**src/rtl/sm_0535_uart_pkg.sv**
```systemverilog
// Shared definitions for the UART message controllers: ASCII framing bytes,
// the default path count and the controller state encoding.
package sm_0535_uart_pkg;

   localparam int NUM_PATHS_DEF = 17;

   localparam logic [7:0] ASCII_SOF  = 8'h2D;
   localparam logic [7:0] ASCII_SEP  = 8'h2D;
   localparam logic [7:0] ASCII_EOF  = 8'h23;
   localparam logic [7:0] ASCII_ZERO = 8'h30;

   typedef enum logic [3:0] {
      ST_IDLE,
      ST_SEND_SOF,
      ST_SCAN,
      ST_SEND_TENS,
      ST_SEND_ONES,
      ST_SEND_SEP,
      ST_SEND_EOF,
      ST_WAIT_TX,
      ST_DONE
   } state_t;

endpackage

```
**src/rtl/sm_0535_path_to_ascii.sv**
```systemverilog
// Converts a path index (0..99) into two zero-padded ASCII decimal digits.
module sm_0535_path_to_ascii
   import sm_0535_uart_pkg::*;
#(
   parameter int IDX_W = 5
) (
   input  logic [IDX_W-1:0] i_idx,
   output logic [7:0]       o_tens,
   output logic [7:0]       o_ones
);

   logic [6:0] w_val;

   // Indices never exceed 99, so a 7-bit working value holds every case.
   always_comb begin
      w_val  = 7'(i_idx);
      o_tens = ASCII_ZERO + {1'b0, w_val / 7'd10};
      o_ones = ASCII_ZERO + {1'b0, w_val % 7'd10};
   end

endmodule

```
**src/rtl/sm_0535_uart_tx_controller.sv**
```systemverilog
// Snapshots the path-availability vector and sends the unavailable indices
// as an ASCII frame "-NN-NN-#", one byte per tx_dv/tx_done handshake.
module sm_0535_uart_tx_controller
   import sm_0535_uart_pkg::*;
#(
   parameter int NUM_PATHS = NUM_PATHS_DEF
) (
   input  logic                 clk,
   input  logic                 rst_n,
   input  logic                 i_send_req,
   input  logic [NUM_PATHS-1:0] i_paths_av,
   input  logic                 i_tx_done,
   output logic                 o_tx_dv,
   output logic [7:0]           o_tx_byte,
   output logic                 o_busy,
   output logic                 o_msg_done
);

   localparam int IDX_W = $clog2(NUM_PATHS + 1);

   state_t               r_state;
   state_t               r_ret;
   logic [NUM_PATHS-1:0] r_mask;
   logic [IDX_W-1:0]     r_idx;
   logic [7:0]           r_tx_byte;

   state_t               w_next;
   state_t               w_ret_next;
   logic                 w_capture;
   logic                 w_idx_inc;
   logic                 w_is_send;
   logic [7:0]           w_byte;
   logic [7:0]           w_tens;
   logic [7:0]           w_ones;

   sm_0535_path_to_ascii #(
      .IDX_W (IDX_W)
   ) u_path_to_ascii (
      .i_idx  (r_idx),
      .o_tens (w_tens),
      .o_ones (w_ones)
   );

   always_ff @(posedge clk or negedge rst_n) begin
      if (!rst_n) begin
         r_state   <= ST_IDLE;
         r_ret     <= ST_IDLE;
         r_mask    <= '1;
         r_idx     <= '0;
         r_tx_byte <= '0;
      end else begin
         r_state <= w_next;
         r_ret   <= w_ret_next;
         if (w_is_send) begin
            r_tx_byte <= w_byte;
         end
         if (w_capture) begin
            r_mask <= i_paths_av;
            r_idx  <= '0;
         end else if (w_idx_inc) begin
            r_idx <= r_idx + 1'b1;
         end
      end
   end

   // Every SEND state strobes one byte and parks in WAIT_TX until the byte
   // transmitter finishes; the byte register keeps tx_byte stable meanwhile.
   always_comb begin
      w_next     = r_state;
      w_ret_next = r_ret;
      w_capture  = 1'b0;
      w_idx_inc  = 1'b0;
      w_is_send  = 1'b0;
      w_byte     = r_tx_byte;
      o_busy     = 1'b1;
      o_msg_done = 1'b0;

      unique case (r_state)
         ST_IDLE: begin
            o_busy = 1'b0;
            if (i_send_req) begin
               w_capture = 1'b1;
               w_next    = ST_SEND_SOF;
            end
         end
         ST_SEND_SOF: begin
            w_is_send  = 1'b1;
            w_byte     = ASCII_SOF;
            w_ret_next = ST_SCAN;
            w_next     = ST_WAIT_TX;
         end
         ST_SCAN: begin
            if (r_idx == IDX_W'(NUM_PATHS)) begin
               w_next = ST_SEND_EOF;
            end else if (!r_mask[r_idx]) begin
               w_next = ST_SEND_TENS;
            end else begin
               w_idx_inc = 1'b1;
            end
         end
         ST_SEND_TENS: begin
            w_is_send  = 1'b1;
            w_byte     = w_tens;
            w_ret_next = ST_SEND_ONES;
            w_next     = ST_WAIT_TX;
         end
         ST_SEND_ONES: begin
            w_is_send  = 1'b1;
            w_byte     = w_ones;
            w_ret_next = ST_SEND_SEP;
            w_next     = ST_WAIT_TX;
         end
         ST_SEND_SEP: begin
            w_is_send  = 1'b1;
            w_byte     = ASCII_SEP;
            w_idx_inc  = 1'b1;
            w_ret_next = ST_SCAN;
            w_next     = ST_WAIT_TX;
         end
         ST_SEND_EOF: begin
            w_is_send  = 1'b1;
            w_byte     = ASCII_EOF;
            w_ret_next = ST_DONE;
            w_next     = ST_WAIT_TX;
         end
         ST_WAIT_TX: begin
            if (i_tx_done) begin
               w_next = r_ret;
            end
         end
         ST_DONE: begin
            o_busy     = 1'b0;
            o_msg_done = 1'b1;
            w_next     = ST_IDLE;
            // A fresh request is already honoured in the completion cycle.
            if (i_send_req) begin
               w_capture = 1'b1;
               w_next    = ST_SEND_SOF;
            end
         end
         default: begin
            o_busy = 1'b0;
            w_next = ST_IDLE;
         end
      endcase

      o_tx_dv   = w_is_send;
      o_tx_byte = w_byte;
   end

endmodule

```
**config.mk**
```make
export PLATFORM = sky130hd
export DESIGN_NAME = sm_0535_uart_tx_controller
export DESIGN_NICKNAME = d
export VERILOG_FILES = /design/src/rtl/sm_0535_uart_pkg.sv /design/src/rtl/sm_0535_path_to_ascii.sv /design/src/rtl/sm_0535_uart_tx_controller.sv
export SDC_FILE = /design/constraint.sdc
export NUM_CORES = 1
export LEC_CHECK = 0
export ABC_AREA = 1
export CAP_MARGIN = 25
export CORE_MARGIN = 2
export CORE_UTILIZATION = 55
export DETAILED_ROUTE_END_ITERATION = 10
export PLACE_DENSITY = 0.84
export SYNTH_ARGS = -nofsm -noshare
export SYNTH_HDL_FRONTEND = slang
export SYNTH_HIERARCHICAL = 1
export SYNTH_SLANG_ARGS = --single-unit
```
**constraint.sdc**
```tcl
create_clock -name clk -period 3.1 [get_ports clk]
set_input_delay 0.775 -clock clk [delete_from_list [all_inputs] [get_ports clk]]
set_output_delay 0.775 -clock clk [all_outputs]
set_load 0.01 [all_outputs]
```
==> flow_metrics.py <==
metrics = {
    "outcome": {
        "run_status": "finished with violations",
        "violations": "setup timing",
    },
    "timing": {
        "setup_viol": 4,
        "fin_ws_ns": -0.178,
        "final_max_slew_viol_count": 0,
        "rsz0062_at_grt": "true",
        "fmax_mhz": 305,
        "skew_ns": 0.00850,
        "fin_crit_ns": 3.28,
        "finalHoldViolCount": 0,
        "min_period_over_period_pct": 106,
        "fin_tns_setup_ns": -0.409,
    },
    "global_routing": {
        "grt_util_met2_pct": 41.6,
        "overflow": 0,
        "grt_pass1_wl_um": 9650,
        "grt_busiest_layer": "met2",
        "grt_max_degree": 39,
        "antenna_found_initial": 0,
        "grt_pass1_vias": 2214,
        "grt_util_all_layers_pct": 24.5,
        "met1_usage_pct": 30.9,
        "gr-usage-met3_pct": 4.47,
    },
    "clocking": {
        "clk_path_buf_depth": 2,
        "cts-root-buf": "clkbuf_8",
        "cts_tree": "built",
        "clk_latency_ns": 0.29,
        "clock-sinks": 38,
        "cts-buffers-inserted": 5,
        "htreeDepth": 2,
        "clk_pin_slew_ns": 0.08,
    },
    "finish": {
        "final_common_cell": "nand2_1",
        "nFillCells": 303,
        "final_util_pct": 74.8,
        "area_growth_pct": 33.0,
        "multi_input_area_um2": 1350,
        "layout-drive-gt1-share_pct": 36.5,
        "num_antenna_cells": 0,
        "ff_latch_area_um2": 976,
        "fin_cells": 414,
        "nets": 386,
        "final_cell_mix": "77 x nand2_1, 31 x buf_4, 26 x nand3_1",
    },
    "power_and_ir_drop": {
        "peakVddDrop_mv": 0.560,
        "cellPowerDensity_nw_per_um2": 1020,
        "p_total_mw": 3.25,
        "p_leak_nw": 1.59,
    },
    "routing": {
        "drt_wl_total_um": 5920,
        "drtIter0Drc": 166,
        "ant_nets": 0,
        "routedWlPerCell_um": 14.3,
        "vias": 2298,
        "drt_pass1_iterations": 4,
        "viasPerCell": 5.55,
        "drc": 0,
    },
    "logic_synthesis": {
        "yosys_warnings": 6,
        "ys_seq_elements": 38,
        "syn-instance-count": 298,
        "ys.flop_type": "dfrtp_1",
        "ys_types": 39,
        "syn_area_per_cell_um2": 8.05,
        "ys_top_cells_by_area": "dfrtp_1 22%, dfstp_2 19%, nand2_1 13%",
        "async_flop_share_pct": 100,
        "synth_edf_count": 0,
        "synth.top_cell.area_share_pct": 21.9,
        "synth_largest_area_cell": "dfrtp_1",
        "synth_seq_area_share_pct": 40.5,
        "syn-cell-area_um2": 2400,
    },
    "worst_setup_path": {
        "crit_path_max_fanout": 2,
        "critical_path_required_ns": 2.32,
        "cp-start-kind": "register",
        "arrival_ns": 2.50,
        "critPathSlowestCell": "dfrtp_1",
        "slowest_delay_ns": 0.42,
        "endpoint_kind": "output port",
        "path_class": "reg2out",
        "reg2reg_depth": 21,
        "crit_chain": "nor2_2 > buf_4 > buf_4 > buf_4 > nor2_2 > a21oi_4 > nor2_4 > nand2_4 > nand3_4 > ha_4 > inv_2 > a221oi_4 > nand2_1 > buf_2",
        "path_common_cell": "buf_4",
    },
    "die": {
        "coreArea_um2": 4260,
        "dieWidth_um": 70.0,
        "die_h_um": 70.0,
        "ios": 32,
        "die-area_um2": 4900,
        "row_count": 24,
        "initial_utilization_pct": 56.2,
    },
    "flow_run": {
        "max_cap_violations": 0,
    },
    "place": {
        "hpwl_um": 3520,
        "dpl.cell_count": 391,
        "numPortBuffers": 31,
        "gp_congestion": 0.899,
    },
    "min_path": {
        "hold_depth": 2,
        "min_path_type": "reg2reg",
    },
}
[registers in the layout, summed over array words and instances (netlist names)]
| name | flops |
|---|---|
| r_idx | 5 |
| r_state | 4 |
| r_mask | 17 |
| r_tx_byte | 8 |
| r_ret | 4 |
[worst max-delay path, delay by kind of cell (launching register included)]
kind,cells,cell delay (ns)
AO/OA/AOI/OAI,2,0.45
adder cells (fa/ha/maj),1,0.28
buffers and inverters,5,0.51
flip-flops,1,0.42
AND/OR/NAND/NOR,6,0.53
[final timing paths]
path                                         from                  endpoint  slack, ns
max                          r_idx[3]$_DFFE_PN0P_              o_tx_byte[5]      -0.18
min                        r_mask[12]$_DFFE_PN1P_    r_mask[12]$_DFFE_PN1P_       0.47
max reg2reg                  r_idx[3]$_DFFE_PN0P_  r_tx_byte[5]$_DFFE_PN0P_       0.15
min reg2reg                r_mask[12]$_DFFE_PN1P_    r_mask[12]$_DFFE_PN1P_       0.47
max in group asynchronous                   rst_n    r_mask[10]$_DFFE_PN1P_       1.84
min in group asynchronous                   rst_n      r_idx[0]$_DFFE_PN0P_       0.90
[layout make-up]
type	count	area share (%)
clock buffer	7	2.71
multi-input combinational	212	42.2
inverter	38	4.59
tap	52	2.04
timing repair buffer	66	17.7
sequential	38	30.6
clock inverter	1	0.157
[stage by stage]
stage | cell area [um2] | hold slack (ns) | worst slack [ns]
6_report | 3190 | 0.472 | -0.178
5_1_grt | 3190 | 0.500 | -0.254
4_1_cts | 3090 | 0.475 | -0.0321
3_5_place_dp | 2840 | 0.463 | -0.270
3_3_place_gp | 2840 | 0.458 | -0.222
2_1_floorplan | 2410 | 0.444 | 0.124
[cell families after synthesis]
family / synth area share, %
and+or+nand+nor: 33.7
buffers and inverters: 10.0
other: 0.313
DFF: 40.5
muxes: 4.23
adders and majority gates: 2.09
xor gates and xnor gates: 1.83
AOI/OAI and AO/OA: 7.30
[synth_stat cells, types with 2 or more instances]
master    instances
nand3_2           4
conb_1            2
a221oi_1          4
buf_2             2
mux2_2            9
dfrtp_1          21
ha_1              4
dfstp_2          17
o21ai_0           5
nor2_4            3
inv_2             8
nor2_2            3
nand2_2           5
buf_4             9
inv_1            28
a21oi_1          11
o21ai_1           3
clkbuf_1          2
nand2_1          83
xor2_1            4
nand2_4           4
nand3_1          29
nor2_1           14
nand4_1           9
[metal layers]
metal  vias to the layer above  wire (um)  share of wire [%]
li1                       1088          -                  -
met1                      1096       2390                 40
met2                        88       3080                 52
met3                        26        268                4.5
met4                         0        186                3.1
met5                         -          0                  0
[what timing repair did]
action | in CTS | in global routing
hold buffers | 0 | 0
setup endpoints to repair | 7 | 8
pin swaps | 10 | 16
buffers inserted | 12 | 3
gates resized for setup | 37 | 25
[where the power goes]
part,internal [mW],switching (mW),leakage (nW)
clock network,0.179,0.171,0.0482
registers,0.796,0.127,0.440
logic,0.854,1.12,1.10
total,1.83,1.42,1.59
Note: power is estimated with default switching activity, not from simulation.
